--- config.mk ---
export PLATFORM = sky130hd
export DESIGN_NAME = pluto_spi_master
export DESIGN_NICKNAME = d
export VERILOG_FILES = /design/src/rtl/pluto_spi_master.sv
export SDC_FILE = /design/constraint.sdc
export NUM_CORES = 1
export LEC_CHECK = 0
export CORE_AREA = 3 3 221 223
export CTS_CLUSTER_DIAMETER = 100
export DETAILED_ROUTE_END_ITERATION = 10
export DIE_AREA = 0 0 224 226
export PLACE_DENSITY = 0.71
export SETUP_SLACK_MARGIN = 0.02
export SLEW_MARGIN = 20
export SYNTH_ARGS = -nofsm -noshare
export SYNTH_HDL_FRONTEND = slang
export SYNTH_SLANG_ARGS = --single-unit
--- constraint.sdc ---
create_clock -name clk -period 3.3 [get_ports clk]
set_input_delay 0.33 -clock clk [delete_from_list [all_inputs] [get_ports clk]]
set_output_delay 0.33 -clock clk [all_outputs]
set_load 0.005 [all_outputs]
--- src/rtl/pluto_spi_master.sv ---
// SPI master, mode 0, fixed-length frames of NBYTES bytes.
// Sequence per frame: SETUP (SSEL low, SCK low) -> XFER (16*NBYTES SCK edges)
// -> HOLD (SSEL still low) -> GAP (SSEL high) -> IDLE with a one-cycle done pulse.
// Byte 0 goes first, each byte MSB first; rx_frame uses the same byte layout.
module pluto_spi_master #(
  parameter int NBYTES = 20,
  parameter int DIV    = 4
) (
  input  logic                clk,
  input  logic                nRESET,
  input  logic                start,
  input  logic [8*NBYTES-1:0] tx_frame,
  output logic [8*NBYTES-1:0] rx_frame,
  output logic                busy,
  output logic                done,
  output logic                SCK,
  output logic                MOSI,
  input  logic                MISO,
  output logic                SSEL
);

  localparam int NBITS = 8 * NBYTES;
  localparam int BW    = $clog2(NBITS + 1);
  localparam int IW    = $clog2(NBITS);
  localparam logic [7:0]    DIV_LAST = 8'(DIV - 1);
  localparam logic [BW-1:0] BIT_END  = BW'(NBITS);

  typedef enum logic [2:0] {IDLE, SETUP, XFER, HOLD, GAP} state_e;

  state_e            state_q, state_d;
  logic [7:0]        div_q, div_d;
  logic [BW-1:0]     bit_q, bit_d;
  logic [NBITS-1:0]  tx_buf_q, tx_buf_d;
  logic [NBITS-1:0]  rx_buf_q, rx_buf_d;
  logic [NBITS-1:0]  rx_frame_q, rx_frame_d;
  logic              sck_q, sck_d;
  logic              mosi_q, mosi_d;
  logic              ssel_q, ssel_d;
  logic              done_q, done_d;

  logic              div_end;
  logic              edge_en;
  logic              rise;
  logic              fall;
  logic [BW-1:0]     bit_nxt;

  // Frame bit n lives at buffer position n ^ 7: byte n/8, bit 7 - n%8.
  assign div_end = (div_q == DIV_LAST);
  assign edge_en = (state_q == XFER) && div_end && (bit_q != BIT_END);
  assign rise    = edge_en && !sck_q;
  assign fall    = edge_en && sck_q;
  assign bit_nxt = bit_q + BW'(1);

  // State register.
  always_ff @(posedge clk) begin
    // NOTE: sequential state uses non-blocking assignments so every register
    // samples the pre-edge values of the others.
    if (!nRESET) state_q <= IDLE;
    else         state_q <= state_d;
  end

  // Next-state logic: each timed phase ends when the divider reaches DIV-1;
  // XFER ends one cycle after the last falling SCK edge.
  always_comb begin
    state_d = state_q;
    unique case (state_q)
      IDLE:    if (start)            state_d = SETUP;
      SETUP:   if (div_end)          state_d = XFER;
      XFER:    if (bit_q == BIT_END) state_d = HOLD;
      HOLD:    if (div_end)          state_d = GAP;
      GAP:     if (div_end)          state_d = IDLE;
      default:                       state_d = IDLE;
    endcase
  end

  // Output and datapath next-state: divider, bit counter, shift buffers and
  // the registered SPI pins.
  always_comb begin
    // NOTE: every variable gets a default first, so no branch can leave one
    // unassigned and infer a latch.
    div_d      = div_q;
    bit_d      = bit_q;
    tx_buf_d   = tx_buf_q;
    rx_buf_d   = rx_buf_q;
    rx_frame_d = rx_frame_q;
    sck_d      = sck_q;
    mosi_d     = mosi_q;
    ssel_d     = ssel_q;
    done_d     = 1'b0;
    unique case (state_q)
      IDLE: begin
        div_d = '0;
        bit_d = '0;
        if (start) begin
          tx_buf_d = tx_frame;
          ssel_d   = 1'b0;
          mosi_d   = tx_frame[7];
        end
      end
      SETUP: div_d = div_end ? 8'd0 : div_q + 8'd1;
      XFER: begin
        div_d = div_end ? 8'd0 : div_q + 8'd1;
        if (bit_q == BIT_END) div_d = '0;
        if (rise) begin
          sck_d = 1'b1;
          rx_buf_d[IW'(bit_q ^ BW'(7))] = MISO;
        end
        if (fall) begin
          sck_d = 1'b0;
          bit_d = bit_nxt;
          // After the last bit MOSI keeps its value until GAP.
          if (bit_nxt != BIT_END) mosi_d = tx_buf_q[IW'(bit_nxt ^ BW'(7))];
        end
      end
      HOLD: begin
        div_d = div_end ? 8'd0 : div_q + 8'd1;
        if (div_end) begin
          ssel_d = 1'b1;
          mosi_d = 1'b0;
        end
      end
      GAP: begin
        div_d = div_end ? 8'd0 : div_q + 8'd1;
        if (div_end) begin
          done_d     = 1'b1;
          rx_frame_d = rx_buf_q;
        end
      end
      default: div_d = '0;
    endcase
  end

  // Datapath registers; the SPI pins come straight from flops.
  always_ff @(posedge clk) begin
    // NOTE: the wide buffers are reset as well, because rx_frame must read
    // zero after a reset, even one that aborts a frame.
    if (!nRESET) begin
      div_q      <= '0;
      bit_q      <= '0;
      tx_buf_q   <= '0;
      rx_buf_q   <= '0;
      rx_frame_q <= '0;
      sck_q      <= 1'b0;
      mosi_q     <= 1'b0;
      ssel_q     <= 1'b1;
      done_q     <= 1'b0;
    end else begin
      div_q      <= div_d;
      bit_q      <= bit_d;
      tx_buf_q   <= tx_buf_d;
      rx_buf_q   <= rx_buf_d;
      rx_frame_q <= rx_frame_d;
      sck_q      <= sck_d;
      mosi_q     <= mosi_d;
      ssel_q     <= ssel_d;
      done_q     <= done_d;
    end
  end

  assign busy     = (state_q != IDLE);
  assign done     = done_q;
  assign rx_frame = rx_frame_q;
  assign SCK      = sck_q;
  assign MOSI     = mosi_q;
  assign SSEL     = ssel_q;

endmodule
==> Word-level counts from Yosys, hierarchy flattened <==
Cells that the tools add are included.
{ "word_totals": {"regBits": 503, "in_bits": 164, "output_inout_bits": 165, "wordCells": 81} }
{ "classes": {"addsub": 2, "magnitude_cmp": 3, "n_eq_ne": 15, "muxes": 27, "bitwise": 2, "n_reduce_logical": 22} }
{ "op_table": {"columns": ["operator", "count"], "rows": [
  ["bitwise mux 160 bit", 1],
  ["case mux 8 bit (2 select lines)", 2],
  ["2-to-1 mux 8 bit", 3],
  ["less-than comparator 8 x 9 -> 1 bit, second input constant", 2],
  ["adder 8 x 1 -> 8 bit, second input constant", 2],
  ["inequality test 8 bit, second input constant", 2],
  ["2-to-1 mux 3 bit", 5],
  ["case mux 3 bit (5 select lines)", 1],
  ["AND reduction 2 bit", 6],
  ["2-to-1 mux 1 bit", 11],
  ["inequality test 2 bit, second input constant", 5],
  ["AND reduction 5 bit", 2],
  ["binary-select mux 1 bit (select 8 bit)", 1],
  ["demux 1 bit (select 8 bit)", 1],
  ["equality test 8 x 2 -> 1 bit, second input constant", 1],
  ["equality test 8 bit, second input constant", 1],
  [">= comparator 8 x 1 -> 1 bit, second input constant", 1],
  ["equality test 3 x 2 -> 1 bit, second input constant", 2],
  ["NOT 3 bit", 2],
  ["nonzero test 2 bit", 3],
  ["nonzero test 3 bit", 2],
  ["logical AND 1 bit", 5],
  ["inequality test 2 x 1 -> 1 bit, second input constant", 2],
  ["equality test 3 x 1 -> 1 bit, second input constant", 1],
  ["7 further kinds", 7]
]} }

==> Logic depth before layout (Yosys ltp) <==
{ "depth": {"word_depth": 7, "ltp_mapped": 13, "ltp_nobuf": 9} }

==> Worst setup path before layout <==
No wires, ideal clock.
{ "synth_path": {"path_kind": "reg2reg", "start": "reg bit_q[0]", "end": "reg mosi_q (netlist: MOSI)", "arrival_ns": 3.228, "path_slack_ns": -0.056, "path_stages_with_launch": 13, "n_path_buf": 4, "synth_period_minus_slack_ns": 3.356, "cell_sequence": "dfxtp_1 > buf_2 > buf_1 > inv_1 > ha_1 > buf_2 > clkbuf_1 > mux4_2 > mux4_2 > nor2_1 > nor4_1 > a211oi_1 > o31ai_1"} }
{ "synth_via": {"elab_chain_cells": 7, "word_cells_on_any_way": 14} }
{ "synth_lines": {"columns": ["item", "line_no", "rtl"], "rows": [
  ["start, declared", "32", "logic [BW-1:0] bit_q, bit_d;"],
  ["start signal, assigned", "149", "bit_q <= bit_d;"],
  ["adder 8 x 1 -> 8 bit", "52", "assign bit_nxt = bit_q + BW'(1);"],
  ["NOT 3 bit (no line)", null, null],
  ["binary-select mux 1 bit (select 8 bit)", "112", "if (bit_nxt != BIT_END) mosi_d = tx_buf_q[IW'(bit_nxt ^ BW'(7))];"],
  ["2-to-1 mux 1 bit (not written as such)", "112", null],
  ["2-to-1 mux 1 bit", "112", null],
  ["2-to-1 mux 1 bit", "108", "if (fall) begin"],
  ["case mux 1 bit (3 select lines)", "90", "unique case (state_q)"],
  ["end signal, assigned", "154", "mosi_q <= mosi_d;"],
  ["end, declared", "37", "logic mosi_q, mosi_d;"]
]} }
Parallel ways exist; a longest one is shown, timed or not. The select of a mux whose other input is x is not followed.
A chain may end at the register's enable or synchronous reset.

==> Worst setup path after layout <==
{ "layout_path": {"start": "reg bit_q[1]", "end": "reg rx_buf_q[7]"} }
{ "layout_via": {"elab_chain_cells": 6, "word_cells_on_any_way": 11} }
{ "layout_lines": {"columns": ["item", "line_no", "rtl"], "rows": [
  ["NOT 3 bit (no line)", null, null],
  ["less-than comparator 8 x 9 -> 1 bit (not written as such) / >= comparator 8 x 1 -> 1 bit (equally long branches)", "106", "rx_buf_d[IW'(bit_q ^ BW'(7))] = MISO;"],
  ["logical AND 1 bit (not written as such)", "106", null],
  ["2-to-1 mux 1 bit (not written as such)", "106", null],
  ["demux 1 bit (select 8 bit)", "106", null],
  ["bitwise mux 160 bit", "106", null],
  ["end signal, assigned", "151", "rx_buf_q <= rx_buf_d;"],
  ["end, declared", "34", "logic [NBITS-1:0] rx_buf_q, rx_buf_d;"]
]} }
Parallel ways exist; a longest one is shown, timed or not.

==> qor.yml <==
outcome: "finished clean"
reg2reg_slack_ns: 0.30
antenna_found_initial: 2
drcViolationCount: 0
worstSetupPathType: "reg2reg"
synthCells: 2454
p_leak_uw: 0.008885
synthesis.area_um2: 21160
tns_ns: 0
ys_seq_area_frac: 0.4759
crit_start: "bit_q[1]"
setup_viol: 0
io_pins: 329
rr_startpoint: "bit_q[1]"
cts_hold_buf: 0
synth_top_family_by_area: "compound AO/OA/AOI/OAI gates"
cp_slowest_stage_delay_ns: 0.65
yosysWarningCount: 0
critical_path_cell_count: 9
synth_compound_area_frac: 0.2233
grt_use_total: 0.2538
syn2layout_area_growth_pct: 25.64
synth.net_count: 2624
insertion_delay_ns: 0.63
cp_num_buf_inv: 1
max_freq_mhz: 332.9
die_area_um2: 50620
synthMuxAreaShare: 0.04387
fin_cells: 3315
tritoncts: "done"
reg2regPathDepth: 9
postCtsSetupBuffers: 0
grt_max_degree: 231
portBuffers: 328
cp-start-kind: "flip-flop"
start_util: 0.4526
yosys.cell_count.top_type: "nand2_1"
die_w_um: 224
rows: 79
layout-drive-gt1-share: 0.06945
die_y_um: 226
rsz0062_at_grt: "false"
synthTopCellsByCount: "697 x nand2_1, 503 x dfxtp_1, 432 x a21boi_0"
peakVddDrop_v: 0.0003170
yosys.area.top_type: "dfxtp_1"
finClkSkew_ns: 0.02844
synth_seq_cells: 503
critPathTopFamily: "simple AND/OR/NAND/NOR gates"
max-cap-violations: 0
place.gp.congestion: 0.8461
synthAdderAreaFrac: 0.003548
cts_resized: 0
cts_buffers: 53
fin_nets: 2836
grt_pass1_vias: 17590
yosys.area_share.xor_xnor: 0.007450
crit_path_max_fanout: 16
reg2reg_to: "rx_buf_q[7]"
vias: 18430
first_iter_violations: 1736
max_slew_margin: 0.2858
core_um2: 46750
root_buffer: "clkbuf_16"
required_ns: 3.85
cp.arrival_ns: 3.55
ys_top_cells_by_area: "dfxtp_1 48%, a21boi_0 15%, nand2_1 12%"
dp_cells: 3218
dp_slack_ns: 0.2933
grt_pass1_wl_um: 101100
synthFlopType: "dfxtp_1"
hold_viol: 0
clockBufferDepth: 3
slew_violations: 0
synth.lib_cells_used.distinct: 57
async_reset_ff_frac: 0
synth_top_area_frac: 0.4759
hp-class: "in2reg"
dp_hpwl_um: 43880
vias_per_cell: 5.559
slowest_stage: "and2_1"
htreeDepth: 2
wire_per_inst_um: 19.98
cts_sinks: 503
p_per_area_nw_per_um2: 494.1
path_clk_slew_ns: 0.06
path_cells: "inv_1, ha_2, nor3b_2, a311oi_4, nand3b_4, nor3_2, and2_1, nand3_1, a21boi_0"
synth_edf_count: 0
fin_ws_ns: 0.2962
worstMarginPinSlew_ns: 1.068
post-route-period-util: 0.9102
drt-pass1-iter-count: 6
period_needed_ns: 3.004
endpoint: "rx_buf_q[7]"
synth-simple-area-share: 0.2046
avgSynthCellArea_um2: 8.623
fillerInstances: 4217
endpoint_kind: "flip-flop"
routed_wl_um: 66250
grt_overflow_total: 0
antenna_left: 0
==> layout by cell type, fill, tap and decap left out, types with 13 or more instances in the layout <==
cell type        netlist  layout
mux4_2                39      39
clkbuf_16              0      53
a21boi_1              54      54
clkbuf_8               0      13
clkbuf_1             170      14
nor2_1                21      20
and2_1                18      17
a21boi_0             432     432
dfxtp_1              503     502
o21ai_0              166     166
nand2_1              697     695
clkdlybuf4s50_1        0     326
nand3_1              187     186
buf_4                  8      30
==> worst register-to-register path: stages, from the launching register on <==
cell and delay [ns]:
dfxtp_1 0.45, inv_1 0.12, ha_2 0.24, nor3b_2 0.19, a311oi_4 0.33, nand3b_4 0.24, nor3_2 0.32, and2_1 0.65
nand3_1 0.16, a21boi_0 0.22
==> per-stage QoR <==
stage,total power [uW],hold WS [ns],cell area (um^2),utilization
after detailed placement,7156,0.4417,24780,0.5301
after floorplan,6797,0.4316,21160,-
after global routing,13540,0.2258,26590,0.5686
final,13140,0.1886,26590,0.5686
after CTS,13240,0.1755,26580,0.5685
after global placement,7137,0.4413,24780,0.5301
==> routing by layer <==
metal	vias up	global-route usage	share of wire
li1	8786	-	-
met1	8759	0.3336	0.42
met2	755	0.4240	0.47
met3	127	0.04238	0.074
met4	0	0.09142	0.032
met5	-	0	0
==> layout make-up <==
type	count	area (um^2)	share of cell area
Clock inverter	16	237.7	0.008942
Antenna cell	1	2.502	0.00009413
Clock buffer	80	1558	0.05859
Sequential cell	503	10070	0.3788
Tap cell	607	759.5	0.02857
Multi-Input combinational cell	1739	10260	0.3860
Timing Repair Buffer	366	3684	0.1386
Inverter	3	11.26	0.0004236
==> sequential cells by signal, summed over array words and instances (netlist names) <==
signal	cells
MOSI	1
SCK	1
SSEL	1
bit_q	8
div_q	8
done	1
rx_buf_q	160
rx_frame	160
state_q	3
tx_buf_q	160
==> kinds of logic after synthesis <==
group | after synthesis
compound gates | 685
xor+xnor | 15
fa+ha+maj | 6
buf+inv | 212
flops | 503
mux | 44
simple gates | 989
==> worst min path at each step <==
| stage | start | to | slack, ns | depth (start not counted) |
|---|---|---|---|---|
| after detailed placement | rx_buf_q[71] | rx_frame[71] | 0.44 | 2 |
| after global placement | rx_frame[67] | rx_frame[67] | 0.44 | 2 |
| after floorplan | rx_buf_q[106] | rx_frame[106] | 0.43 | 2 |
| after global routing | nRESET | tx_buf_q[94] | 0.23 | 2 |
| after CTS | nRESET | tx_buf_q[94] | 0.18 | 2 |
| final | nRESET | tx_buf_q[94] | 0.19 | 2 |
==> where the power goes <==
part	leakage (uW)	switching, uW	internal (uW)	total [uW]
Clock	0.000879	2530	3580	6110
Sequential	0.00408	70.9	6200	6270
Combinational	0.00393	358	392	750
Total	0.00889	2960	10200	13100
(Power assumes the default switching activity.)
